<file path="src/rtl/mem_port_arbiter.sv">
`default_nettype none
// ============================================================================
// Module : mem_port_arbiter
// Shares one memory bus between the fetch and data ports: data-first
// arbitration, fetch starvation guard, per-access timeout with sticky error.
// Rev    : 1.0
// ============================================================================
module mem_port_arbiter #(
    parameter int STARVE_LIMIT = 4,
    parameter int TIMEOUT      = 255,
    parameter int TW           = 8
) (
    input  logic        clk,
    input  logic        Reset,
    input  logic        i_req,
    input  logic [31:0] i_addr,
    output logic [15:0] i_data,
    output logic        i_valid,
    input  logic        d_req,
    input  logic        d_we,
    input  logic        d_32bit,
    input  logic [31:0] d_addr,
    input  logic [31:0] d_wdata,
    output logic [31:0] d_rdata,
    output logic        d_valid,
    output logic        mem_req,
    output logic        mem_we,
    output logic        mem_32bit,
    output logic [31:0] mem_addr,
    output logic [31:0] mem_wdata,
    input  logic [31:0] mem_rdata,
    input  logic        mem_ack,
    output logic        stall,
    output logic        bus_err
);

    localparam int            c_streak_w     = (STARVE_LIMIT > 0) ? $clog2(STARVE_LIMIT + 1) : 1;
    localparam logic [c_streak_w-1:0] c_starve_limit = c_streak_w'(STARVE_LIMIT);
    localparam logic [TW-1:0] c_timeout      = TW'(TIMEOUT);

    typedef enum logic [1:0] {
        ST_IDLE   = 2'd0,
        ST_BUSY_D = 2'd1,
        ST_BUSY_I = 2'd2
    } state_t;

    state_t                  r_state;
    logic [c_streak_w-1:0]   r_streak;
    logic [TW-1:0]           r_tcnt;

    logic w_d_pend;
    logic w_i_pend;
    logic w_force_i;
    logic w_grant_d;
    logic w_grant_i;
    logic w_tout;

    // A request seen during its own valid cycle belongs to the finished access.
    assign w_d_pend  = d_req & ~d_valid;
    assign w_i_pend  = i_req & ~i_valid;
    assign stall     = w_d_pend | w_i_pend;

    assign w_force_i = (STARVE_LIMIT != 0) && w_i_pend && (r_streak == c_starve_limit);
    assign w_grant_d = w_d_pend && !w_force_i;
    assign w_grant_i = w_i_pend && !w_grant_d;
    assign w_tout    = (TIMEOUT != 0) && ((r_tcnt + TW'(1)) == c_timeout);

    always_ff @(posedge clk) begin
        if (Reset) begin
            r_state   <= ST_IDLE;
            r_streak  <= '0;
            r_tcnt    <= '0;
            mem_req   <= 1'b0;
            mem_we    <= 1'b0;
            mem_32bit <= 1'b0;
            mem_addr  <= 32'h0;
            mem_wdata <= 32'h0;
            i_valid   <= 1'b0;
            i_data    <= 16'h0;
            d_valid   <= 1'b0;
            d_rdata   <= 32'h0;
            bus_err   <= 1'b0;
        end else begin
            i_valid <= 1'b0;
            d_valid <= 1'b0;
            case (r_state)
                ST_IDLE: begin
                    if (w_grant_d) begin
                        r_state   <= ST_BUSY_D;
                        r_tcnt    <= '0;
                        mem_req   <= 1'b1;
                        mem_we    <= d_we;
                        mem_32bit <= d_32bit;
                        mem_addr  <= d_addr;
                        mem_wdata <= d_wdata;
                        if (!w_i_pend) begin
                            r_streak <= '0;
                        end else if (r_streak != c_starve_limit) begin
                            r_streak <= r_streak + c_streak_w'(1);
                        end
                    end else if (w_grant_i) begin
                        r_state   <= ST_BUSY_I;
                        r_tcnt    <= '0;
                        r_streak  <= '0;
                        mem_req   <= 1'b1;
                        mem_we    <= 1'b0;
                        mem_32bit <= 1'b0;
                        mem_addr  <= i_addr;
                        mem_wdata <= 32'h0;
                    end
                end
                ST_BUSY_D: begin
                    if (mem_ack) begin
                        r_state <= ST_IDLE;
                        mem_req <= 1'b0;
                        d_valid <= 1'b1;
                        if (!mem_we) begin
                            d_rdata <= mem_32bit ? mem_rdata : {16'h0, mem_rdata[15:0]};
                        end
                    end else if (w_tout) begin
                        r_state <= ST_IDLE;
                        mem_req <= 1'b0;
                        d_valid <= 1'b1;
                        d_rdata <= 32'h0;
                        bus_err <= 1'b1;
                    end else begin
                        r_tcnt <= r_tcnt + TW'(1);
                    end
                end
                ST_BUSY_I: begin
                    if (mem_ack) begin
                        r_state <= ST_IDLE;
                        mem_req <= 1'b0;
                        i_valid <= 1'b1;
                        i_data  <= mem_rdata[15:0];
                    end else if (w_tout) begin
                        r_state <= ST_IDLE;
                        mem_req <= 1'b0;
                        i_valid <= 1'b1;
                        i_data  <= 16'h0;
                        bus_err <= 1'b1;
                    end else begin
                        r_tcnt <= r_tcnt + TW'(1);
                    end
                end
                default: begin
                    r_state <= ST_IDLE;
                    mem_req <= 1'b0;
                end
            endcase
        end
    end

endmodule
`default_nettype wire
</file>
<file path="config.mk">
export PLATFORM = sky130hd
export DESIGN_NAME = mem_port_arbiter
export DESIGN_NICKNAME = d
export VERILOG_FILES = /design/src/rtl/mem_port_arbiter.sv
export SDC_FILE = /design/constraint.sdc
export NUM_CORES = 1
export LEC_CHECK = 0
export ABC_AREA = 1
export CAP_MARGIN = 20
export CORE_UTILIZATION = 43
export CTS_CLUSTER_SIZE = 10
export DETAILED_ROUTE_END_ITERATION = 10
export PLACE_DENSITY_LB_ADDON = 0.08
export SYNTH_ARGS = -nofsm -noshare
export SYNTH_HDL_FRONTEND = slang
export SYNTH_SLANG_ARGS = --single-unit
</file>
<file path="constraint.sdc">
create_clock -name clk -period 2 [get_ports clk]
set_input_delay 0.3 -clock clk [delete_from_list [all_inputs] [get_ports clk]]
set_output_delay 0.3 -clock clk [all_outputs]
set_load 0.1 [all_outputs]
</file>
# Yosys cells after proc, flatten, opt, wreduce, memory -nomap -nowiden
# Index checks and enable logic that the tools add are counted.
[classes] n_eq_ne=11 n_bitwise=8 mux=34 n_addsub=2 reduce_logical=19
[ops] operator="2-to-1 mux 32 bit" count=8
[ops] operator="2-to-1 mux 16 bit" count=2
[ops] operator="2-to-1 mux 8 bit" count=4
[ops] operator="case mux 8 bit (2 select lines)" count=1
[ops] operator="2-to-1 mux 3 bit" count=4
[ops] operator="2-to-1 mux 1 bit" count=9
[ops] operator="AND reduction 3 bit" count=3
[ops] operator="adder 8 x 1 -> 8 bit, second input constant" count=1
[ops] operator="== test 8 bit, second input constant" count=1
[ops] operator="2-to-1 mux 2 bit" count=4
[ops] operator="!= test 2 bit, second input constant" count=3
[ops] operator="!= test 3 bit, second input constant" count=2
[ops] operator="AND reduction 2 bit" count=3
[ops] operator="nonzero test 2 bit" count=3
[ops] operator="OR reduction 2 bit" count=3
[ops] operator="inverter 1 bit" count=5
[ops] operator="case mux 2 bit (2 select lines)" count=1
[ops] operator="AND reduction 4 bit" count=1
[ops] operator="adder 3 x 1 -> 3 bit, second input constant" count=1
[ops] operator="== test 3 bit, second input constant" count=1
[ops] operator="logical AND 1 bit" count=3
[ops] operator="!= test 3 x 1 -> 1 bit, second input constant" count=1
[ops] operator="!= test 3 x 2 -> 1 bit, second input constant" count=1
[ops] operator="AND 1 bit" count=2
[ops] operator="other kinds (6)" count=7
[word_totals] register_bits=131 in_bits=135 out_inout_bits=119

# Depth between registers and ports, before layout
[depth] word_depth=10 mapped_depth=14 ltp_nobuf=13

# Worst setup path after synthesis
# OpenSTA, ideal clock, no wires.
[synth_path] path_type="register -> register" from="register d_valid" to="register r_tcnt[0]" required_ns=1.936 path_slack_ns=-1.210 arrival_time_ns=3.146 stages_incl_launch_ff=9 setup_time_ns=0.064 path_cell_list="dfxtp_1 > o21ai_1 > nand2_1 > buf_2 > o21ai_2 > nand3_2 > nand2_1 > inv_1 > nor2_1"
[synth_between] elab_chain_len=7
[synth_lines] item="start, declared" line_no="25" rtl="output logic d_valid,"
[synth_lines] item="start signal, assigned" line_no="80" rtl="d_valid <= 1'b0;"
[synth_lines] item="start signal, assigned" line_no="85" rtl="d_valid <= 1'b0;"
[synth_lines] item="start signal, assigned" line_no="116" rtl="d_valid <= 1'b1;"
[synth_lines] item="inverter 1 bit (*)" line_no="59" rtl="assign w_d_pend = d_req & ~d_valid;"
[synth_lines] item="AND 1 bit (*)" line_no="59"
[synth_lines] item="logical AND 1 bit (*)" line_no="64" rtl="assign w_grant_d = w_d_pend && !w_force_i;"
[synth_lines] item="zero test 1 bit" line_no="65" rtl="assign w_grant_i = w_i_pend && !w_grant_d;"
[synth_lines] item="logical AND 1 bit" line_no="65"
[synth_lines] item="!= test 3 bit (no line)"
[synth_lines] item="AND reduction 4 bit (no line)"
[synth_lines] item="end signal, assigned" line_no="127" rtl="r_tcnt <= r_tcnt + TW'(1);"
[synth_lines] item="end signal, assigned" line_no="143" rtl="r_tcnt <= r_tcnt + TW'(1);"
[synth_lines] item="end, declared" line_no="49" rtl="logic [TW-1:0] r_tcnt;"
# Mark *: on every way between the ends. The rest lies on a longest branch, timed or not.
# A chain may end at the register's enable or synchronous reset.

# Worst setup path in the final report
[layout_path] from="register r_tcnt[0]" to="register d_rdata[2]"
[layout_between] elab_chain_len=4
[layout_lines] item="adder 8 x 1 -> 8 bit" line_no="66" rtl="assign w_tout = (TIMEOUT != 0) && ((r_tcnt + TW'(1)) == c_timeout);"
[layout_lines] item="== test 8 bit" line_no="66"
[layout_lines] item="nonzero test 2 bit (no line)"
[layout_lines] item="AND reduction 3 bit (no line)"
[layout_lines] item="end signal, assigned" line_no="118" rtl="d_rdata <= mem_32bit ? mem_rdata : {16'h0, mem_rdata[15:0]};"
[layout_lines] item="end, declared" line_no="24" rtl="output logic [31:0] d_rdata,"
# No other way between the ends.

==> out/qor.yml <==
detailed_routing:
  drtIter0Drc: 346
  drt-total-wl_mm: 17.4
  drcViolationCount: 0
  vias_per_cell: 4.81
  num_vias: 6307
  wl_per_cell_um: 13.3
  first_pass_iters: 5
  ant_nets: 0
clock_network:
  htreeDepth: 4
  cts-root-buf: "clkbuf_16"
  cts_tree: "yes"
  post-cts-setup-buffer-count: 0
  clk_path_buf_depth: 2
  clk_pin_slew_ns: 0.06
  clock_sinks: 131
  holdBufCountCts: 0
  numCtsBuffers: 17
  clk_latency_ns: 0.42
place:
  hpwlAfterDp_mm: 12.3
  place.gp.congestion: 0.833
  portBuffers: 253
logic_synthesis:
  synth_edf_count: 0
  netlist_area_mm2: 0.00604
  syn_nets: 1020
  syn_avg_cell_area_um2: 6.88
  synth_cell_types: 30
  async_flop_share: 0
  ys_ff_latch: 131
  yosys_most_used_dff: "dfxtp_1"
  yosysWarnings: 0
  synth_seq_area_share: 0.434
  synthCells: 878
timing:
  rsz0062_at_grt: "false"
  clock_skew_ns: 0.00895
  tns_ns: 0
  tightest_slew_ns: 0.612
  period_minus_slack_ns: 1.86
  min_period_over_period: 0.928
  slew_violations: 0
  maxSlewHeadroom: 0.592
  finalSetupViolCount: 0
  max_clock_freq_ghz: 0.539
  finalHoldViolCount: 0
status:
  status: "completed"
floorplan:
  dieArea_mm2: 0.0145
  coreArea_mm2: 0.0135
  start_util: 0.449
  io_pins: 254
  die_y_um: 121
  die_w_um: 121
  rows: 42
layout:
  fillers: 1210
  diodes: 0
  layout_common_cells: "nand2_1, buf_4, clkdlybuf4s50_1, dfxtp_1, inv_1"
  layout_commonest_cell: "nand2_1"
  area_delta_synth_final_pct: 52.3
  drive_above_1_share: 0.199
  nNetsFinal: 1263
worst_setup_path:
  cp-end-kind: "flip-flop"
  start_kind: "flip-flop"
  reg2reg_from: "r_tcnt[0]"
  worstPathArrival_ns: 2.17
  crit_start: "r_tcnt[0]"
  crit_fanout: 16
  crit_type: "reg2reg"
  required_ns: 2.31
power_and_ir_drop:
  powerDensity_mw_per_mm2: 1010
  p_sw_mw: 3.61
  p_leak_nw: 4.27
  power.internal_mw: 5.68
  peakVddDrop_mv: 0.658
  total_power_mw: 9.29
  clkPwrFrac: 0.333
  power_frac_comb: 0.344
  seq_power_share: 0.323
  swShare: 0.389
global_route:
  grt_pass1_vias: 5816
  grt_pass1_wl_mm: 28.0
  grt_max_degree: 59
  gr-total-overflow: 0
  groute.usage.overall: 0.243
  antenna_found_initial: 0
min_path:
  hold_class: "in2reg"
  hp-start: "Reset"
flow_run:
  maxCapViolCount: 0
[worst max-delay path: stages (launching register included)]
cell and delay [ns]:
dfxtp_2 0.36, ha_2 0.19, nand3_1 0.14, o21ai_2 0.17, nand2_1 0.08, nor2_2 0.15, nand2_2 0.10, nand2_4 0.11
buf_4 0.21, nand4_1 0.11, nand2_1 0.08, nor2_1 0.04
[cell usage after synthesis (7+ instances only)]
cell      number  share of area
dfxtp_1      131           0.43
inv_1        114          0.071
nand4_1       41          0.042
clkbuf_1      44          0.027
nand2_1      249           0.15
inv_2         13         0.0081
nor2_1        47          0.029
nand2_2       12          0.012
o211ai_1      32          0.040
a21oi_1       55          0.046
ha_1           7          0.015
nand3_1       96          0.080
buf_2          7         0.0058
[layer usage]
metal  share of wire  GRT usage
met1            0.44      0.295
met2            0.47      0.399
met3           0.072     0.0774
met4           0.020     0.0957
met5               0          0
[what timing repair did]
| action | 4_1_cts | 5_1_grt |
|---|---|---|
| gates resized for setup | 0 | 8 |
| endpoints found under the hold margin | 0 | 0 |
| setup endpoints to repair | 0 | 56 |
[sequential cells by signal, indices dropped and copies added, names as in the netlist]
register	flops
bus_err	1
d_rdata	32
d_valid	1
i_data	16
i_valid	1
mem_32bit	1
mem_addr	32
mem_req	1
mem_wdata	32
mem_we	1
r_state	2
r_streak	3
r_tcnt	8
[per-stage QoR]
step           std cells  utilization  hold WS, ns  area [µm²]  setup slack [ns]
2_1_floorplan        878            -        0.456        6060            0.0419
3_3_place_gp        1278        0.636        0.449        8560            0.0524
3_5_place_dp        1278        0.636        0.456        8560            0.0145
4_1_cts             1310        0.681        0.372        9160            0.0464
5_1_grt             1310        0.683        0.392        9190         0.0000411
6_report            1310        0.683        0.378        9190             0.145
[layout make-up]
class	instances	area (µm²)	area share
sequential	131	2630	0.286
multi-input combinational	558	2720	0.296
inverter	128	480	0.0523
clock inverter	11	128	0.0139
clock buffer	21	470	0.0512
timing repair buffer	285	2540	0.277
tap	176	220	0.0240
[worst paths after layout]
path,cells past startpoint,slack [ns],to
setup / recovery,11,0.14,d_rdata[2]
hold / removal,4,0.38,d_rdata[0]
setup reg to reg,11,0.14,d_rdata[2]
hold reg to reg,2,0.46,mem_wdata[28]
[cell families (layout without fill, tap and decap cells)]
family / Yosys count / in the layout / synth area share
simple gates: 455 / 455 / 0.333
flops: 131 / 131 / 0.434
xor+xnor: 2 / 2 / 0.00290
buf+inv: 189 / 445 / 0.123
fa+ha+maj: 7 / 7 / 0.0145
compound gates: 94 / 94 / 0.0928
[power groups by stage]
stage	registers (mW)	logic [mW]	clock network [mW]
after floorplan	4.47	0.876	0
after global placement	3.05	3.17	0
after detailed placement	3.04	3.19	0
after CTS	3.00	3.19	3.15
after global routing	3.03	3.40	3.27
final	3.00	3.20	3.09
(Power assumes the default switching activity.)
